<file path="config.mk">
export PLATFORM = sky130hd
export DESIGN_NAME = crg_seq_ctrl
export DESIGN_NICKNAME = d
export VERILOG_FILES = /design/src/rtl/crg_ctrl_pkg.sv /design/src/rtl/crg_delay_cnt.sv /design/src/rtl/crg_seq_ctrl.sv
export SDC_FILE = /design/constraint.sdc
export NUM_CORES = 1
export LEC_CHECK = 0
export CORE_MARGIN = 2
export CORE_UTILIZATION = 55
export DETAILED_ROUTE_END_ITERATION = 8
export PLACE_DENSITY = 0.81
export SYNTH_ARGS = -nofsm -noshare
export SYNTH_HDL_FRONTEND = slang
export SYNTH_SLANG_ARGS = --single-unit
</file>
<file path="constraint.sdc">
create_clock -name clk_src -period 3.1 [get_ports clk_src]
set_input_delay 0.31 -clock clk_src [delete_from_list [all_inputs] [get_ports clk_src]]
set_output_delay 0.31 -clock clk_src [all_outputs]
set_load 0.005 [all_outputs]
</file>
<file path="src/rtl/crg_ctrl_pkg.sv">
// Shared types and constants for the CRG enable sequencer.
// Domain indices fix the power-up order (phy first, clk3 last).
package crg_ctrl_pkg;

    typedef enum logic [2:0] {
        IDLE,
        UP,
        RUN,
        SW_OFF,
        SW_SEL,
        SW_ON,
        DOWN
    } seq_state_e;

    localparam int N_DOM    = 4;
    localparam int DOM_PHY  = 0;
    localparam int DOM_CLK1 = 1;
    localparam int DOM_CLK2 = 2;
    localparam int DOM_CLK3 = 3;

    function automatic int max_int(input int a, input int b);
        return (a > b) ? a : b;
    endfunction

endpackage

</file>
<file path="src/rtl/crg_delay_cnt.sv">
// Loadable down-counter that saturates at zero; `zero` reflects the registered count.
// Load takes effect on the next edge; no backpressure.
module crg_delay_cnt #(
    parameter int W = 4
) (
    input  logic         clk,
    input  logic         rst,
    input  logic         load,
    input  logic [W-1:0] value,
    output logic         zero
);

    logic [W-1:0] cnt_q;
    logic [W-1:0] cnt_d;

    always_comb begin
        cnt_d = cnt_q;
        if (load) begin
            cnt_d = value;
        end else if (cnt_q != '0) begin
            cnt_d = cnt_q - 1'b1;
        end
    end

    always_ff @(posedge clk) begin
        if (rst) begin
            cnt_q <= '0;
        end else begin
            cnt_q <= cnt_d;
        end
    end

    assign zero = (cnt_q == '0);

endmodule

</file>
<file path="src/rtl/crg_seq_ctrl.sv">
// Clock-enable sequencer for example_crg: ordered power-up/down and glitch-free clk1 source switch.
// Every output is registered (one cycle from the deciding input); requests wait, nothing is dropped.
module crg_seq_ctrl
    import crg_ctrl_pkg::*;
#(
    parameter int   GAP_CYC    = 8,
    parameter int   SETTLE_CYC = 4,
    parameter logic SEL_RST    = 1'b0
) (
    input  logic clk_src,
    input  logic rst_sys,
    input  logic start,
    input  logic stop,
    input  logic sel_req,
    input  logic sel_val,
    output logic sel_ack,
    output logic clk_phy_en,
    output logic clk1_en,
    output logic clk2_en,
    output logic clk3_en,
    output logic clk1_sel,
    output logic seq_busy,
    output logic seq_up
);

    localparam int CNT_W = $clog2(max_int(GAP_CYC, SETTLE_CYC) + 1);
    localparam logic [CNT_W-1:0] GAP_LD = CNT_W'(GAP_CYC - 1);
    localparam logic [CNT_W-1:0] SET_LD = CNT_W'(SETTLE_CYC - 1);

    seq_state_e       state_q, state_d;
    logic [N_DOM-1:0] en_q, en_d;
    logic             sel_q, sel_d;
    logic             ack_q, ack_d;
    logic             busy_q, busy_d;
    logic             up_q, up_d;
    logic             stop_pend_q, stop_pend_d;
    logic             cnt_load;
    logic [CNT_W-1:0] cnt_val;
    logic             cnt_zero;
    logic             req_ok;
    logic             stop_any;

    crg_delay_cnt #(.W(CNT_W)) u_delay_cnt (
        .clk   (clk_src),
        .rst   (rst_sys),
        .load  (cnt_load),
        .value (cnt_val),
        .zero  (cnt_zero)
    );

    // While the ack is on the wire the requester has not yet dropped sel_req.
    assign req_ok   = sel_req && !ack_q;
    assign stop_any = stop || stop_pend_q;

    always_comb begin
        state_d     = state_q;
        en_d        = en_q;
        sel_d       = sel_q;
        ack_d       = 1'b0;
        stop_pend_d = stop_pend_q;
        cnt_load    = 1'b0;
        cnt_val     = '0;
        case (state_q)
            IDLE: begin
                if (start) begin
                    state_d         = UP;
                    en_d[DOM_PHY]   = 1'b1;
                    cnt_load        = 1'b1;
                    cnt_val         = GAP_LD;
                end else if (req_ok) begin
                    sel_d = sel_val;
                    ack_d = 1'b1;
                end
            end
            UP: begin
                stop_pend_d = stop_any;
                if (cnt_zero) begin
                    en_d = {en_q[N_DOM-2:0], 1'b1};
                    if (en_q[DOM_CLK2]) begin
                        if (stop_any) begin
                            // Zero load: the first clear happens right after entering DOWN.
                            state_d     = DOWN;
                            stop_pend_d = 1'b0;
                            cnt_load    = 1'b1;
                        end else begin
                            state_d = RUN;
                        end
                    end else begin
                        cnt_load = 1'b1;
                        cnt_val  = GAP_LD;
                    end
                end
            end
            RUN: begin
                if (stop_any) begin
                    state_d        = DOWN;
                    stop_pend_d    = 1'b0;
                    en_d[DOM_CLK3] = 1'b0;
                    cnt_load       = 1'b1;
                    cnt_val        = GAP_LD;
                end else if (req_ok) begin
                    if (sel_val == sel_q) begin
                        ack_d = 1'b1;
                    end else begin
                        state_d        = SW_OFF;
                        en_d[DOM_CLK1] = 1'b0;
                        cnt_load       = 1'b1;
                        cnt_val        = SET_LD;
                    end
                end
            end
            SW_OFF: begin
                stop_pend_d = stop_any;
                if (cnt_zero) begin
                    state_d  = SW_SEL;
                    sel_d    = sel_val;
                    cnt_load = 1'b1;
                    cnt_val  = SET_LD;
                end
            end
            SW_SEL: begin
                stop_pend_d = stop_any;
                if (cnt_zero) begin
                    state_d        = SW_ON;
                    en_d[DOM_CLK1] = 1'b1;
                    ack_d          = 1'b1;
                end
            end
            SW_ON: begin
                if (stop_any) begin
                    state_d     = DOWN;
                    stop_pend_d = 1'b0;
                    cnt_load    = 1'b1;
                end else begin
                    state_d = RUN;
                end
            end
            DOWN: begin
                stop_pend_d = 1'b0;
                if (en_q == '0) begin
                    state_d = IDLE;
                end else if (cnt_zero) begin
                    en_d     = en_q >> 1;
                    cnt_load = 1'b1;
                    cnt_val  = GAP_LD;
                end
            end
            default: begin
                state_d = IDLE;
            end
        endcase
        busy_d = !(state_d == IDLE || state_d == RUN);
        up_d   = (state_d inside {RUN, SW_OFF, SW_SEL, SW_ON});
    end

    always_ff @(posedge clk_src) begin
        if (rst_sys) begin
            state_q     <= IDLE;
            en_q        <= '0;
            sel_q       <= SEL_RST;
            ack_q       <= 1'b0;
            busy_q      <= 1'b0;
            up_q        <= 1'b0;
            stop_pend_q <= 1'b0;
        end else begin
            state_q     <= state_d;
            en_q        <= en_d;
            sel_q       <= sel_d;
            ack_q       <= ack_d;
            busy_q      <= busy_d;
            up_q        <= up_d;
            stop_pend_q <= stop_pend_d;
        end
    end

    assign clk_phy_en = en_q[DOM_PHY];
    assign clk1_en    = en_q[DOM_CLK1];
    assign clk2_en    = en_q[DOM_CLK2];
    assign clk3_en    = en_q[DOM_CLK3];
    assign clk1_sel   = sel_q;
    assign sel_ack    = ack_q;
    assign seq_busy   = busy_q;
    assign seq_up     = up_q;

endmodule

</file>
# Yosys cells after proc, flatten, opt, wreduce, memory -nomap -nowiden
# Index checks and enable logic that the tools add are counted.
# word_totals
regBits	16
output_inout_bits	8
# classes
n_addsub	1
n_eq_ne	24
muxes	59
reduce_logical	26
# ops
operator	n
$mux 3	14
$mux 4	8
$mux 1	25
$ne 2x2->1 const B	12
$pmux 3 s7	1
$pmux 4 s5	1
$reduce_bool 4->1	4
$eq 3x3->1 const B	5
$eq 3x2->1 const B	4
$reduce_and 5->1	2
$pmux 1 s3	3
$logic_not 4->1	2
$pmux 1 s4	2
$reduce_and 4->1	2
$reduce_and 8->1	1
$logic_not 3->1	2
$pmux 1 s6	1
$reduce_bool 2->1	3
$reduce_bool 3->1	2
$mux 2	2
$pmux 1 s2	2
$reduce_or 2->1	2
$sub 4x1->4 const B	1
$eq 3x1->1 const B	1
other kinds (6)	8

# Longest topological paths before layout
# depth
depth_word	8
depth_mapped	8

# Hierarchy
# A second synthesis with hierarchy kept.
# hier_totals
hier_cells	140
area_unflattened_um2	1108.6
# modules_own_cells
module	n_inst	cells_each	area_each_um2	seq_area_each_um2
crg_seq_ctrl	1	116	879.6	240.2
crg_delay_cnt	1	24	229.0	80.1

# Worst setup path before layout
# Ideal clock, no wire load.
# synth_path
path_type	flip-flop to flip-flop
start	register u_delay_cnt.cnt_q[0]
end	register up_q (netlist: seq_up)
setup_ns	0.121
arrival_time_ns	1.707
setup_slack_ns	1.273
stages_incl_launch_ff	9
synth_period_minus_slack_ns	1.827
cell_sequence	dfxtp_1 -> inv_1 -> ha_1 -> nor3b_2 -> buf_2 -> nand3_1 -> o21ai_0 -> o22ai_1 -> mux2_2
# synth_via
elab_chain_cells	5
elab_cells_between_ends	10
classes_between	eq/ne: 4; mux: 4; reduce/logical: 2
# synth_rtl
element	line	text
start, declared	crg_delay_cnt.sv:13	logic [W-1:0] cnt_q;
start signal, assigned	crg_delay_cnt.sv:29	cnt_q <= cnt_d;
$logic_not 4->1 (*)	crg_delay_cnt.sv:33	assign zero = (cnt_q == '0);
$mux 3, on equally long branches	crg_seq_ctrl.sv:123, crg_seq_ctrl.sv:77, crg_seq_ctrl.sv:114	
$pmux 3 s7 (*)	crg_seq_ctrl.sv:63	case (state_q)
$eq 3x2->1 or $eq 3x3->1 (tied branches)	crg_seq_ctrl.sv:153	up_d = (state_d inside {RUN, SW_OFF, SW_SEL, SW_ON});
$reduce_bool 4->1 (*)	crg_seq_ctrl.sv:153	
end signal, assigned	crg_seq_ctrl.sv:171	up_q <= up_d;
end, declared	crg_seq_ctrl.sv:35	logic up_q, up_d;
# Mark *: on every way between the ends. The rest lies on a longest branch, timed or not.
# A chain may end at the register's enable or synchronous reset.

# Worst setup path after layout
# layout_path
start	register u_delay_cnt.cnt_q[0]
end	register u_delay_cnt.cnt_q[2]
# layout_via
elab_chain_cells	5
elab_cells_between_ends	14
classes_between	add/sub: 1; mux: 10; reduce/logical: 3
# layout_rtl
element	line	text
$logic_not 4->1	crg_delay_cnt.sv:33	
$mux 1 or $mux 3 (tied branches)	crg_seq_ctrl.sv:114, crg_seq_ctrl.sv:142	
$mux 1 or $mux 4 (tied branches)	crg_seq_ctrl.sv:140	if (en_q == '0) begin
$pmux 1 s6 or $pmux 4 s5 (tied branches)	crg_seq_ctrl.sv:63	
$mux 4 or $reduce_bool 2->1 (tied branches)	-	
# Several ways; a longest one is shown, not always the timed one. The select of a mux whose other input is x is not followed.

==> impl_metrics.env <==
export IMPL_overflow=0
export IMPL_r2r_start="u_delay_cnt.cnt_q[0]"
export IMPL_root_buffer="clkbuf_4"
export IMPL_clock_latency_ns=0.29
export IMPL_synth_top_family_by_area="simple AND/OR/NAND/NOR gates"
export IMPL_slew_violations=0
export IMPL_required_ns=3.30
export IMPL_met2WireLength_um=1250
export IMPL_total_power_mw=0.549
export IMPL_ant_nets=0
export IMPL_route_detailed_drc=0
export IMPL_grt_start_max_net_pins=22
export IMPL_post_route_period_util_pct=73.7
export IMPL_hold_path_depth=2
export IMPL_rsz0062_at_grt="false"
export IMPL_globalRouteTotalUtil_pct=25.1
export IMPL_core_um2=1920
export IMPL_synth_edf_count=0
export IMPL_clkTransAtPathRegs_ns=0.09
export IMPL_synth_top_area_share_pct=29.5
export IMPL_cts_sinks=16
export IMPL_cts_hold_buffers=0
export IMPL_synthMuxAreaShare_pct=5.29
export IMPL_via_per_inst=6.45
export IMPL_power_per_cell_area_nw_per_um2=442
export IMPL_dpl_hpwl_um=1900
export IMPL_yosys_area_share_simple_pct=30.0
export IMPL_ir_drop_uv=314
export IMPL_worst_pin_slew_ns=0.692
export IMPL_cts_buffers=3
export IMPL_status="complete, no violations"
export IMPL_synth_area_leader_cell="dfxtp_1"
export IMPL_synth_compound_area_share_pct=27.3
export IMPL_dieArea_um2=2350
export IMPL_num_vias=1103
export IMPL_final_area_um2=1240
export IMPL_synth_cell_types=53
export IMPL_critical_path_class="reg -> reg"
export IMPL_post_cts_buffers=0
export IMPL_dr_pass1_iters=4
export IMPL_path_max_fanout=9
export IMPL_wl_met1_um=1190
export IMPL_final_common_cell="dfxtp_1"
export IMPL_num_io_pins=14
export IMPL_rrSetupSlack_ns=0.82
export IMPL_synthFlopType="dfxtp_1"
export IMPL_ys_warn_count=0
export IMPL_cts_tree="yes"
export IMPL_setup_tns_ns=0
export IMPL_place_port_buffers=13
export IMPL_antenna_found_initial=0
export IMPL_dp_cells=168
export IMPL_dieHeight_um=48.5
export IMPL_placed_area_um2=1220
export IMPL_worstHoldStart="clk1_sel"
export IMPL_syn_area_per_cell_um2=8.05
export IMPL_reg2reg_depth=8
export IMPL_grt_pass1_vias=1025
export IMPL_clock_path_buffers=2
export IMPL_wl_met3_um=168
export IMPL_htree_num_levels=1
export IMPL_min_path_type="reg -> reg"
export IMPL_drt_iter0_markers=67
export IMPL_cp_start_kind="flip-flop"
export IMPL_final_cell_mix="dfxtp_1, nor2_1, clkdlybuf4s50_1, nand2_1, a21oi_1"
export IMPL_rows=16
export IMPL_initial_core_util_pct=56.6
export IMPL_fmax_ghz=0.438
export IMPL_endpoint_kind="flip-flop"
export IMPL_fin_worst_skew_ns=0.00424
export IMPL_grt_pass1_wl_um=4660
export IMPL_synthAdderAreaFrac_pct=1.15
export IMPL_gp_congestion=0.895
export IMPL_post_cts_resized=0
export IMPL_slew_limit_headroom_pct=53.2
export IMPL_report_final_hold_viol_count=0
export IMPL_syn_nets=142
export IMPL_post_route_cells_drive_above_1_share_pct=11.8
export IMPL_synth_top_cells_by_area="dfxtp_1, nor2_1, a21oi_1"
export IMPL_synth_xor_xnor_area_share_pct=0.806
export IMPL_worstReg2RegEnd="u_delay_cnt.cnt_q[2]"
export IMPL_setup_viol=0
export IMPL_final_nets=153
export IMPL_fin_util_pct=64.6
export IMPL_leakage_nw=0.452
export IMPL_instances_no_fill=171
export IMPL_min_to="clk1_sel"
export IMPL_wl_per_cell_um=15.8
export IMPL_worstPathArrival_ns=2.48
export IMPL_syn_inst=135
export IMPL_wl_um=2710
export IMPL_num_antenna_cells=0
export IMPL_synth_area_um2=1090
export IMPL_cap_violations=0
export IMPL_ys_async_sr_fraction_pct=0
export IMPL_top_layer="met4"
export IMPL_ys_seq_elements=16
export IMPL_die_w_um=48.5
export IMPL_layout_min_cycle_time_ns=2.28
export IMPL_seq_area_frac_synth_pct=29.5
export IMPL_syn2layout_area_growth_pct=14.3
[logic make-up (layout without fill, tap and decap cells)]
| logic type | after synthesis | in the layout |
|---|---|---|
| simple gates | 56 | 56 |
| fa+ha+maj | 1 | 1 |
| xor+xnor | 1 | 1 |
| compound gates | 42 | 42 |
| mux | 5 | 5 |
| flops | 16 | 16 |
| buf+inv | 14 | 23 |
[metal layers]
layer,vias up,global-route usage (%)
li1,525,-
met1,491,32.9
met2,67,41.2
met3,20,4.32
met4,0,10.0
met5,-,0
[where the power goes]
group / internal [mW] / switching [mW] / leakage (nW)
Sequential: 0.224 / 0.0247 / 0.131
Clock: 0.0452 / 0.0669 / 0.0138
Combinational: 0.0915 / 0.0971 / 0.307
[critical path, stage by stage (launching register included)]
cell,delay (ns)
dfxtp_1,0.35
inv_1,0.07
ha_1,0.26
nor3b_2,0.44
buf_4,0.25
nor2_1,0.06
or2_1,0.22
and3_1,0.21
a2111oi_2,0.33
[final cells by class]
type,instances,area [um2]
Multi-Input combinational cell,105,702
Fill cell,187,679
Sequential cell,16,320
Timing Repair Buffer,15,145
Tap cell,27,33.8
Clock buffer,3,22.5
Inverter,5,18.8
[synth_stat cells (all sizes together), types with 2 or more instances]
library cell and n:
dfxtp 16, nor2 15, a21oi 8, nand2 7, o21ai 7, buf 6, inv 5, nor3 5
a22oi 4, nand3 4, a211oi 3, clkbuf 3, mux2 3, nand2b 3, nor2b 3, o22ai 3
or2 3, or4 3, a2111oi 2, a22o 2, a311oi 2, a31oi 2, and2b 2, mux2i 2
nor3b 2, o31ai 2
[metrics by stage]
| step | setup slack (ns) | hold WS, ns |
|---|---|---|
| detailed placement | 0.835 | 0.534 |
| global route | 0.641 | 0.597 |
| floorplan | 1.27 | 0.379 |
| CTS | 0.804 | 0.550 |
| global placement | 0.908 | 0.519 |
| finish | 0.817 | 0.545 |
[registers in the layout, indices dropped and copies added, names as in the netlist]
register,count
clk1_sel,1
u_delay_cnt.cnt_q,4
sel_ack,1
seq_busy,1
state_q,3
en_q,4
seq_up,1
stop_pend_q,1
[how the worst max path moves through the flow]
stage,startpoint,to,slack (ns)
final,u_delay_cnt.cnt_q[0],u_delay_cnt.cnt_q[2],0.82
after detailed placement,u_delay_cnt.cnt_q[0],u_delay_cnt.cnt_q[2],0.84
after floorplan,u_delay_cnt.cnt_q[0],seq_up,1.27
after global routing,u_delay_cnt.cnt_q[0],u_delay_cnt.cnt_q[2],0.64
after CTS,u_delay_cnt.cnt_q[0],u_delay_cnt.cnt_q[2],0.80
after global placement,u_delay_cnt.cnt_q[0],u_delay_cnt.cnt_q[2],0.91
(Power assumes the default switching activity.)
